### config.mk
export PLATFORM = sky130hd
export DESIGN_NAME = pipe_stage_reg
export DESIGN_NICKNAME = d
export VERILOG_FILES = /design/src/rtl/pipe_pkg.sv /design/src/rtl/pipe_slot.sv /design/src/rtl/pipe_stage_reg.sv
export SDC_FILE = /design/constraint.sdc
export NUM_CORES = 1
export LEC_CHECK = 0
export ABC_CLOCK_PERIOD_IN_PS = 2100
export BUFFER_PORTS_ARGS = -buffer_cell sky130_fd_sc_hd__clkbuf_2
export CAP_MARGIN = 20
export CORE_ASPECT_RATIO = 0.6
export CORE_UTILIZATION = 36
export DETAILED_ROUTE_END_ITERATION = 8
export PLACE_DENSITY = 0.62
export SKIP_CTS_REPAIR_TIMING = 1
export SYNTH_ARGS = -nofsm -noshare
export SYNTH_HDL_FRONTEND = slang
export SYNTH_SLANG_ARGS = --single-unit
### constraint.sdc
create_clock -name clk -period 2.1 [get_ports clk]
set_clock_uncertainty 0.15 [all_clocks]
set_input_delay 0.42 -clock clk [delete_from_list [all_inputs] [get_ports clk]]
set_output_delay 0.42 -clock clk [all_outputs]
set_load 0.01 [all_outputs]
### src/rtl/pipe_pkg.sv
// ---------------------------------------------------------------------------
// pipe_pkg
//   Shared definitions for the WISC-SP13 inter-stage pipeline registers.
//   Holds the control-word bit positions that every stage agrees on and the
//   payload widths used when pipe_stage_reg is dropped between two stages.
//
//   No ports (package).
// ---------------------------------------------------------------------------
package pipe_pkg;

    // Control-word bit positions. The halt flag sits at bit 0 so that the
    // stage register's default HALT_BIT lines up with the decoder output.
    localparam int CTRL_HALT     = 0;
    localparam int CTRL_JUMP     = 1;
    localparam int CTRL_MEMTOREG = 2;
    localparam int CTRL_REGWRITE = 3;
    localparam int CTRL_MEMWRITE = 4;
    localparam int CTRL_BRANCH   = 5;
    localparam int CTRL_ALUSRC   = 6;
    localparam int CTRL_MEMREAD  = 7;

    // Width of the control word carried alongside every payload.
    localparam int PIPE_CTRL_W = 8;

    // Per-stage payload widths for the 16-bit WISC-SP13 datapath.
    //   IF/ID : pc + instruction
    //   ID/EX : pc + read data 1 + read data 2 / immediate
    //   EX/M  : pc + alu result + store data
    //   M/W   : pc + alu result + load data
    localparam int IFID_DATA_W = 32;
    localparam int IDEX_DATA_W = 48;
    localparam int EXM_DATA_W  = 48;
    localparam int MW_DATA_W   = 48;

    // Generic defaults used when a stage register is instantiated without
    // explicit overrides.
    localparam int PIPE_DATA_W = 48;
    localparam int PIPE_CNT_W  = 16;

    // Identifies which boundary a stage register sits on; handy when a
    // wrapper wants to pick the payload width from a single selector.
    typedef enum logic [1:0] {
        STAGE_IFID = 2'd0,
        STAGE_IDEX = 2'd1,
        STAGE_EXM  = 2'd2,
        STAGE_MW   = 2'd3
    } pipe_stage_e;

    // Payload width for a given stage boundary.
    function automatic int stage_data_w(input pipe_stage_e stage);
        int width;
        width = PIPE_DATA_W;
        case (stage)
            STAGE_IFID: width = IFID_DATA_W;
            STAGE_IDEX: width = IDEX_DATA_W;
            STAGE_EXM:  width = EXM_DATA_W;
            STAGE_MW:   width = MW_DATA_W;
            default:    width = PIPE_DATA_W;
        endcase
        return width;
    endfunction

endpackage

### src/rtl/pipe_slot.sv
// ---------------------------------------------------------------------------
// pipe_slot
//   One storage entry of a pipeline register: a valid bit plus the payload
//   and control words that travel with it. Used for both the main (head)
//   entry and the optional skid entry of pipe_stage_reg.
//
//   Ports
//     clk     in   1       clock, rising edge
//     rst     in   1       asynchronous, active-low reset
//     load    in   1       capture d_data/d_ctrl and mark the slot valid
//     clear   in   1       mark the slot empty (wins over load)
//     d_data  in   DATA_W  payload to capture
//     d_ctrl  in   CTRL_W  control word to capture
//     valid   out  1       slot holds an entry
//     data    out  DATA_W  held payload
//     ctrl    out  CTRL_W  held control word (raw, not gated by valid)
// ---------------------------------------------------------------------------
module pipe_slot
    import pipe_pkg::*;
#(
    parameter int DATA_W = PIPE_DATA_W,
    parameter int CTRL_W = PIPE_CTRL_W
) (
    input  logic              clk,
    input  logic              rst,
    input  logic              load,
    input  logic              clear,
    input  logic [DATA_W-1:0] d_data,
    input  logic [CTRL_W-1:0] d_ctrl,
    output logic              valid,
    output logic [DATA_W-1:0] data,
    output logic [CTRL_W-1:0] ctrl
);

    // The payload registers only change on load, so a cleared slot keeps its
    // stale contents; the owner is expected to gate anything that matters
    // (the control word) with the valid bit before it leaves the stage.
    always_ff @(posedge clk or negedge rst) begin
        if (!rst) begin
            valid <= 1'b0;
            data  <= '0;
            ctrl  <= '0;
        end else if (clear) begin
            valid <= 1'b0;
        end else if (load) begin
            valid <= 1'b1;
            data  <= d_data;
            ctrl  <= d_ctrl;
        end
    end

endmodule

### src/rtl/pipe_stage_reg.sv
// ---------------------------------------------------------------------------
// pipe_stage_reg
//   Parametrised inter-stage pipeline register for the WISC-SP13 core
//   (IF/ID, ID/EX, EX/M, M/W). Moves a payload word and a control word with
//   a valid/ready handshake, optionally through a one-entry skid buffer so
//   that in_ready is a pure register output. Also provides a synchronous
//   flush (bubble insertion), a sticky halt flag and a saturating stall
//   counter.
//
//   Ports
//     clk        in   1       clock, rising edge
//     rst        in   1       asynchronous, active-low reset
//     flush      in   1       kill every held entry and the one offered now
//     in_valid   in   1       upstream entry valid
//     in_ready   out  1       stage can accept this cycle
//     in_data    in   DATA_W  upstream payload
//     in_ctrl    in   CTRL_W  upstream control bits
//     out_valid  out  1       entry presented downstream
//     out_ready  in   1       downstream accepts
//     out_data   out  DATA_W  payload of head entry
//     out_ctrl   out  CTRL_W  control of head entry; 0 when !out_valid
//     halted     out  1       sticky: a halt entry has left the stage
//     stall_cnt  out  CNT_W   saturating count of stalled output cycles
// ---------------------------------------------------------------------------
module pipe_stage_reg
    import pipe_pkg::*;
#(
    parameter int DATA_W   = PIPE_DATA_W,
    parameter int CTRL_W   = PIPE_CTRL_W,
    parameter int HALT_BIT = CTRL_HALT,
    parameter int SKID     = 1,
    parameter int CNT_W    = PIPE_CNT_W
) (
    input  logic              clk,
    input  logic              rst,
    input  logic              flush,
    input  logic              in_valid,
    output logic              in_ready,
    input  logic [DATA_W-1:0] in_data,
    input  logic [CTRL_W-1:0] in_ctrl,
    output logic              out_valid,
    input  logic              out_ready,
    output logic [DATA_W-1:0] out_data,
    output logic [CTRL_W-1:0] out_ctrl,
    output logic              halted,
    output logic [CNT_W-1:0]  stall_cnt
);

    localparam logic [CNT_W-1:0] CNT_MAX = '1;

    // Main (head) slot
    logic              m_valid;
    logic [DATA_W-1:0] m_data;
    logic [CTRL_W-1:0] m_ctrl;
    logic              m_load;
    logic              m_clear;
    logic [DATA_W-1:0] m_d_data;
    logic [CTRL_W-1:0] m_d_ctrl;

    // Skid slot (tied off when SKID=0)
    logic              s_valid;
    logic [DATA_W-1:0] s_data;
    logic [CTRL_W-1:0] s_ctrl;
    logic              s_load;
    logic              s_clear;

    // Handshake events
    logic              accept;
    logic              emit;
    logic              main_free;

    // Head entry is always the main slot; its control word is forced to zero
    // when the slot is empty so that a bubble can never assert RegWrite or
    // MemWrite downstream, even though the payload register keeps old data.
    assign out_valid = m_valid;
    assign out_data  = m_data;
    assign out_ctrl  = m_valid ? m_ctrl : '0;

    // Slot steering. The main slot refills whenever it is empty or being
    // drained this cycle, taking the skid entry first because the skid entry
    // is always older than whatever is offered on the input. The skid slot
    // only catches an accepted entry when the main slot is full and stuck.
    // Flush overrides everything: both slots empty and the offered entry is
    // dropped even if it was handshaken.
    always_comb begin
        accept    = in_valid & in_ready;
        emit      = m_valid & out_ready;
        main_free = !m_valid | emit;
        m_load    = 1'b0;
        m_clear   = 1'b0;
        s_load    = 1'b0;
        s_clear   = 1'b0;
        if (flush) begin
            m_clear = 1'b1;
            s_clear = 1'b1;
        end else if (main_free) begin
            if (s_valid) begin
                m_load  = 1'b1;
                s_clear = 1'b1;
            end else if (accept) begin
                m_load  = 1'b1;
            end else begin
                m_clear = 1'b1;
            end
        end else if (accept) begin
            s_load = 1'b1;
        end
    end

    // The main slot is fed from the skid entry when one is waiting,
    // otherwise straight from the input.
    assign m_d_data = s_valid ? s_data : in_data;
    assign m_d_ctrl = s_valid ? s_ctrl : in_ctrl;

    pipe_slot #(
        .DATA_W (DATA_W),
        .CTRL_W (CTRL_W)
    ) u_main (
        .clk    (clk),
        .rst    (rst),
        .load   (m_load),
        .clear  (m_clear),
        .d_data (m_d_data),
        .d_ctrl (m_d_ctrl),
        .valid  (m_valid),
        .data   (m_data),
        .ctrl   (m_ctrl)
    );

    // With a skid slot, in_ready depends only on flops (skid empty, not
    // halted), which breaks the combinational ready chain through the
    // pipeline. Without it, in_ready looks through to out_ready so a full
    // slot can still accept while it is being drained. In both variants the
    // stage refuses entries while reset is asserted.
    generate
        if (SKID != 0) begin : g_skid
            pipe_slot #(
                .DATA_W (DATA_W),
                .CTRL_W (CTRL_W)
            ) u_skid (
                .clk    (clk),
                .rst    (rst),
                .load   (s_load),
                .clear  (s_clear),
                .d_data (in_data),
                .d_ctrl (in_ctrl),
                .valid  (s_valid),
                .data   (s_data),
                .ctrl   (s_ctrl)
            );

            assign in_ready = rst & !halted & !s_valid;
        end else begin : g_no_skid
            assign s_valid  = 1'b0;
            assign s_data   = '0;
            assign s_ctrl   = '0;
            assign in_ready = rst & !halted & (out_ready | !m_valid);
        end
    endgenerate

    // Halt is recorded when the halt entry actually leaves the stage, not
    // when it arrives, so the instruction is guaranteed to have been handed
    // downstream. Only reset clears it; flush deliberately leaves it set.
    always_ff @(posedge clk or negedge rst) begin
        if (!rst) begin
            halted <= 1'b0;
        end else if (emit && out_ctrl[HALT_BIT]) begin
            halted <= 1'b1;
        end
    end

    // Counts cycles where an entry is presented but not taken. A cycle that
    // is being flushed is not a stall because the entry is discarded. The
    // counter sticks at its maximum rather than wrapping.
    always_ff @(posedge clk or negedge rst) begin
        if (!rst) begin
            stall_cnt <= '0;
        end else if (m_valid && !out_ready && !flush && (stall_cnt != CNT_MAX)) begin
            stall_cnt <= stall_cnt + CNT_W'(1);
        end
    end

endmodule

* Word-level counts from Yosys, hierarchy flattened *
Index checks and enable logic that the tools add are counted.

storage, ports and cells
  register bits after elaboration = 131
  input bits = 61
  output and inout bits = 75

operators by class
  $add $sub $neg = 1
  equal/unequal tests = 1
  mux-type cells = 20
  bitwise logic cells = 7
  reductions and logical operators = 13

operators by type and width
  operator                                                          number
  48-bit two-way mux                                                1
  1-bit two-way mux                                                 17
  16-bit by 1-bit adder with 16-bit output (second input constant)  1
  8-bit two-way mux                                                 2
  16-bit != test (second input constant)                            1
  1-bit logical NOT                                                 5
  1-bit AND                                                         4
  1-bit logical AND                                                 4
  2-bit AND reduction                                               2
  2-bit nonzero test                                                2
  1-bit NOT                                                         2
  1-bit bitwise OR                                                  1

* Logic depth before layout (Yosys ltp) *
Gate-level depths: netlist (run 1).

  word-level depth = 10
  depth in mapped cells = 7

* Hierarchy *
A second synthesis (run 1) with hierarchy kept.

unflattened totals
  cell total of the unflattened synthesis = 405
  area, all modules = 6302.3 um2

by module, submodules not included
  module          times used  cells an instance  area an instance (um2)
  pipe_slot       2           122                2336.0
  pipe_stage_reg  1           161                1630.3

* Least setup slack after synthesis (run 1) *
OpenSTA, ideal clock, no wires.

  path type = register -> register
  from = register stall_cnt[0]
  to = register stall_cnt[1]
  library setup time = 125 ps
  arrival = 1691 ps
  data required time = 1825 ps
  path slack = 134 ps
  cell stages (with the launch flop) = 6
  buffers on the path = 0
  clock period less this slack = 1966 ps
  path through = dfrtp_1 > ha_1 > nand4_1 > nor4_4 > nor2_2 > mux2_4

between the ends
  longest elaborated chain between the ends = 2

RTL lines
  what                                                                                              line                   RTL
  from (decl)                                                                                       pipe_stage_reg.sv:46   output logic [CNT_W-1:0] stall_cnt
  from (signal assigned)                                                                            pipe_stage_reg.sv:179  stall_cnt <= stall_cnt + CNT_W'(1);
  parallel branches: the longest is 2 deep, another holds 16-bit by 1-bit adder with 16-bit output  -

Several ways; the timed one is not identified.
A chain may end at the register's enable or synchronous reset.

* Worst setup path after layout (run 1) *
Ends and elaborated chain as after synthesis.

==> results of run 1 <==
-- layer usage --
layer,share of wire,wire [µm]
met5,0,0
met3,0.048,639
met2,0.42,5581
met1,0.52,6815
met4,0.011,144
-- worst max-delay path: cells and delay by family, from the launching register on --
family                   cells  cell delay (ns)
buffers and inverters        1             0.18
flip-flops                   1             0.41
adder cells (fa/ha/maj)      1             0.23
multiplexers                 1             0.30
AND/OR/NAND/NOR              3             0.62
-- power groups by stage --
stage	sequential, mW	combinational, mW	clock [mW]
after detailed placement	3.72	1.90	0
after floorplan	3.87	0.824	0
final	3.69	1.88	3.02
after global placement	3.68	1.85	0
after global routing	3.78	2.08	3.23
after CTS	3.69	1.91	3.11
-- registers in the layout (all words and copies together), names as in the netlist --
| register | flops |
|---|---|
| u_main.ctrl | 8 |
| stall_cnt | 16 |
| halted | 1 |
| g_skid.u_skid.ctrl | 8 |
| g_skid.u_skid.data | 48 |
| u_main.data | 48 |
| g_skid.u_skid.valid | 1 |
| u_main.valid | 1 |
-- layout make-up --
| cell class | instances | area (µm²) | area share |
|---|---|---|---|
| Clock inverter | 14 | 163.9 | 0.02221 |
| Clock buffer | 18 | 439.2 | 0.05951 |
| Sequential cell | 131 | 3282 | 0.4447 |
| Tap cell | 203 | 254.0 | 0.03442 |
| Multi-Input combinational cell | 297 | 2385 | 0.3232 |
| Inverter | 2 | 7.507 | 0.001017 |
| Timing Repair Buffer | 151 | 848.3 | 0.1150 |
-- placed cells by master, fill, tap and decap left out, types with 7 or more instances in the layout --
cell type	synthesis	final
mux2_4	41	41
mux2_2	16	16
dfrtp_1	131	130
inv_6	0	7
and2_1	8	8
xor2_1	12	12
clkbuf_16	0	17
nor2_1	60	60
mux2i_1	56	56
clkbuf_2	1	134
buf_4	0	13
nor3_1	8	8
a21oi_1	57	57
-- kinds of logic (layout without fill, tap and decap cells) --
group	after synthesis	in the layout	synth area share
AND/OR/NAND/NOR	108	108	0.09486
flip-flops	131	131	0.5661
multiplexers	113	113	0.2342
XOR/XNOR	14	14	0.02118
buffers and inverters	29	185	0.02636
adder cells (fa/ha/maj)	1	1	0.002160
AO/OA/AOI/OAI	61	61	0.05510
-- path summary, 6_finish.rpt --
kind	from	slack (ns)	end
max in group asynchronous	rst	0.86	g_skid.u_skid.data[8]
max reg2reg	stall_cnt[0]	0.1	stall_cnt[1]
min in group clk	flush	0.08	u_main.valid
min reg2reg	stall_cnt[15]	0.35	stall_cnt[15]
max	stall_cnt[0]	0.1	stall_cnt[1]
min	rst	0.005	g_skid.u_skid.data[46]
-- stage by stage --
stage | cells | utilization | setup TNS [ns] | hold WS, ns | area [µm²]
5_1_grt | 816 | 0.4747 | 0 | 0.05579 | 7380
4_1_cts | 814 | 0.4734 | -0.02806 | 0.02770 | 7360
3_5_place_dp | 782 | 0.4346 | 0 | 0.3439 | 6756
2_1_floorplan | 457 | - | 0 | -0.02559 | 5791
3_3_place_gp | 782 | 0.4346 | 0 | 0.3311 | 6756
6_report | 816 | 0.4747 | 0 | 0.004796 | 7380
==> results_dict.tcl, run 1 <==
set metrics [dict create \
    synth_cell_types 37 \
    yosys.area.top_type "dfrtp_1" \
    synth_edf_count 0 \
    violations "DRC" \
    syn_to_final_growth_pct 27.44 \
    route.detailed.drc 7 \
    cts_root_buffer "clkbuf_16" \
    hold_violations 0 \
    switching_share 0.3054 \
    dpl_worst_slack_ns 0.05049 \
    grt_pass1_vias 4040 \
    vias_per_cell 4.803 \
    start_util 0.3725 \
    netlist_instances 457 \
    use_met3 0.04771 \
    path_max_fanout 5 \
    power_leakage_nw 3.575 \
    io_pins 136 \
    cts_buffers 17 \
    die_x_um 165.7 \
    die_h_um 100.2 \
    clkTransAtPathRegs_ns 0.06 \
    seqPwrFrac 0.430 \
    nNetsFinal 662 \
    async_flop_share 1.000 \
    place_hpwl_um 8855 \
    ant_nets 0 \
    busiest_layer "met2" \
    syn_avg_cell_area_um2 12.67 \
    status "finished with violations" \
    maxSlewHeadroom 0.5791 \
    ys_warn_count 0 \
    grt_util_met1 0.2394 \
    wl_per_cell_um 16.15 \
    switching_power_mw 2.625 \
    fill_cells 1425 \
    max_freq_mhz 499.9 \
    clkLatencyLatePin_ns 0.41 \
    synth_area_um2 5791 \
    required_ns 2.25 \
    vias 3919 \
    rows 35 \
    hold_class "in2async" \
    ys_seq_area_frac 0.5661 \
    synth_top_area_frac 0.5661 \
    tightest_slew_ns 0.6314 \
    io_buffers 135 \
    rr_worst_depth 6 \
    syn-num-nets 519 \
    max-vdd-ir-drop_mv 0.4920 \
    p_int_mw 5.971 \
    grt_overflow 0 \
    p_total_mw 8.596 \
    gp_congestion 0.8322 \
    clkPwrFrac 0.352 \
    met2_usage 0.2399 \
    cts_buffer_depth 2 \
    synth.most_common_cell "dfrtp_1" \
    synthTopCellsByCount "dfrtp_1 (131), nor2_1 (60), a21oi_1 (57)" \
    coreArea_um2 15550 \
    drt_first_pass_iters 6 \
    combPwrFrac 0.219 \
    startpoint_type "flip-flop" \
    cts_tree "yes" \
    cp_cell_sequence "ha_1, nand4_1, nor4_4, buf_4, nor2_2, mux2_4" \
    grt_usage 0.1660 \
    rsz0062_at_grt "no" \
    antenna_found_initial 0 \
    drt_iter0_markers 246 \
    min_period_ns 2.000 \
    cts_sinks 131 \
    path_class "reg2reg" \
    dieArea_um2 16610 \
    power_density_nw_per_um2 1165 \
    grt_pass1_wl_um 21360 \
    maxCapViolations 0 \
    ys_seq_elements 131 \
    n_antenna_cell 0 \
    setup_viol 0 \
    slowest_delay_ns 0.41 \
    endpoint_kind "flip-flop" \
    crit_slowest_cell "dfrtp_1" \
    cp.arrival_ns 2.15 \
    final_layout_size_suffix_gt1_frac 0.4062 \
    setup_ws_ns 0.09973 \
    cts_max_level 4 \
    period_share 0.9525 \
    ys.flop_type "dfrtp_1" \
    drt_wl_total_um 13180 \
    grt_start_max_net_pins 58 \
    slew_violations 0 \
    synth.area.top_cells "dfrtp_1 (57%), mux2_4 (11%), mux2i_1 (9.7%)" \
]
No activity file was read; power rests on OpenSTA's default activity.
==> run 2, diff against run 1 <==
- CORE_UTILIZATION: 36 -> 54
- PLACE_DENSITY: 0.62 -> 0.85
- SKIP_LAST_GASP: default -> 1
==> results_dict.tcl, run 2 (synthesized netlist as in run 1, its figures left out) <==
set metrics [dict create \
    multi_input_area_um2 2392 \
    maxCapViolations 0 \
    cts_root_buffer "clkbuf_16" \
    hold_class "in2async" \
    grt_pass1_wl_um 20200 \
    dpl_worst_slack_ns 0.06811 \
    cts_buffer_depth 2 \
    vias_per_cell 5.465 \
    dieArea_um2 11150 \
    fill_cells 716 \
    min_period_ns 2.242 \
    status "finished with violations" \
    setup_viol 2 \
    max_freq_mhz 446.1 \
    wl_met3_um 962 \
    grt_start_max_net_pins 119 \
    highest_layer "met4" \
    endpoint_kind "flip-flop" \
    path_max_fanout 9 \
    violations "hold timing, setup timing" \
    maxSlewHeadroom 0.5597 \
    die_x_um 135.7 \
    clkTransAtPathRegs_ns 0.06 \
    period_share 1.067 \
    route.detailed.drc 0 \
    nNetsFinal 662 \
    ant_nets 0 \
    cts_max_level 4 \
    setup_ws_ns -0.1417 \
    path_class "reg2reg" \
    n_antenna_cell 0 \
    wl_met1_um 5824 \
    drt_iter0_markers 229 \
    power_leakage_nw 3.583 \
    drt_wl_total_um 13200 \
    regArea_um2 3282 \
    final_core_util 0.7223 \
    max-vdd-ir-drop_mv 0.7376 \
    hold_violations 21 \
    finalInstanceArea_um2 7313 \
    drt_first_pass_iters 5 \
    wl_per_cell_um 17.67 \
    io_pins 136 \
    antenna_found_initial 0 \
    rsz0062_at_grt "yes" \
    clkLatencyLatePin_ns 0.41 \
    most-common-layout-cells "clkbuf_2 (134), dfrtp_1 (130), nor2_1 (60)" \
    required_ns 2.24 \
    cts_tree "yes" \
    mostFrequentLayoutCell "clkbuf_2" \
    grt_overflow 0 \
    cts_buffers 17 \
    power_density_nw_per_um2 1186 \
    hold_ws_ns -0.01977 \
    vias 4082 \
    place_area_um2 6649 \
    grt_pass1_vias 3981 \
    coreArea_um2 10120 \
    grt_usage 0.2435 \
    slew_violations 0 \
    startpoint_type "flip-flop" \
    gp_congestion 0.8531 \
    die_h_um 82.21 \
    syn_to_final_growth_pct 26.30 \
    rows 28 \
    io_buffers 135 \
    cp.arrival_ns 2.38 \
    tightest_slew_ns 0.6583 \
    dr_wl_met2_um 6227 \
    start_util 0.5719 \
    largestRegisters "g_skid.u_skid.data: 48 flops, u_main.data: 48 flops, stall_cnt: 16 flops" \
    cts_sinks 131 \
    final_layout_size_suffix_gt1_frac 0.4052 \
    place_hpwl_um 8379 \
]
==> run 2: cell count changes in the layout (fill, tap and decap cells not counted), sizes merged <==
cell	delta
buf	-1
bufinv	+1
clkbuf	+4
clkinv	+2
dlygate4sd3	+1
inv	-8
==> run 2: critical path: stages (launching register included) <==
cell,delay (ns)
dfrtp_1,0.47
or3b_1,0.56
nor4_1,0.64
nand3_1,0.15
o21a_1,0.15
==> run 2: path summary, 6_finish.rpt <==
check | startpoint | endpoint | slack, ns | cells after the start
setup / recovery | u_main.valid | stall_cnt[12] | -0.14 | 4
hold / removal | rst | stall_cnt[9] | -0.02 | 2
setup reg to reg | u_main.valid | stall_cnt[12] | -0.14 | 4
hold reg to reg | g_skid.u_skid.data[31] | g_skid.u_skid.data[31] | 0.35 | 1
max in group asynchronous | rst | g_skid.u_skid.valid | 0.72 | 3
min in group clk | flush | u_main.valid | 0.08 | 2
==> run 2: metrics by stage <==
stage	total power, mW	instances	TNS [ns]
after floorplan	4.694	457	0
after global placement	5.487	711	0
after detailed placement	5.627	711	0
after CTS	8.697	742	-0.1025
after global routing	9.139	747	-0.3731
final	8.673	747	-0.1796
==> run 2: cell type report <==
| type | instances | share of cell area |
|---|---|---|
| Clock buffer | 22 | 0.06621 |
| Multi-Input combinational cell | 297 | 0.3271 |
| Sequential cell | 131 | 0.4488 |
| Tap cell | 135 | 0.02310 |
| Timing Repair Buffer | 151 | 0.1163 |
| Clock inverter | 9 | 0.01745 |
| Inverter | 2 | 0.001027 |
==> run 2: report_power, final <==
part / leakage (nW) / internal [mW] / total, mW / switching, mW
Sequential: 1.62 / 3.25 / 3.71 / 0.461
Combinational: 1.67 / 0.931 / 1.92 / 0.986
Clock: 0.294 / 1.98 / 3.04 / 1.06
Total: 3.58 / 6.16 / 8.67 / 2.51
==> run 2: metal layers <==
layer / up-vias / track usage
met5: - / 0
met4: 0 / 0.08876
met3: 22 / 0.08242
met2: 166 / 0.3832
met1: 2003 / 0.3163
li1: 1891 / -
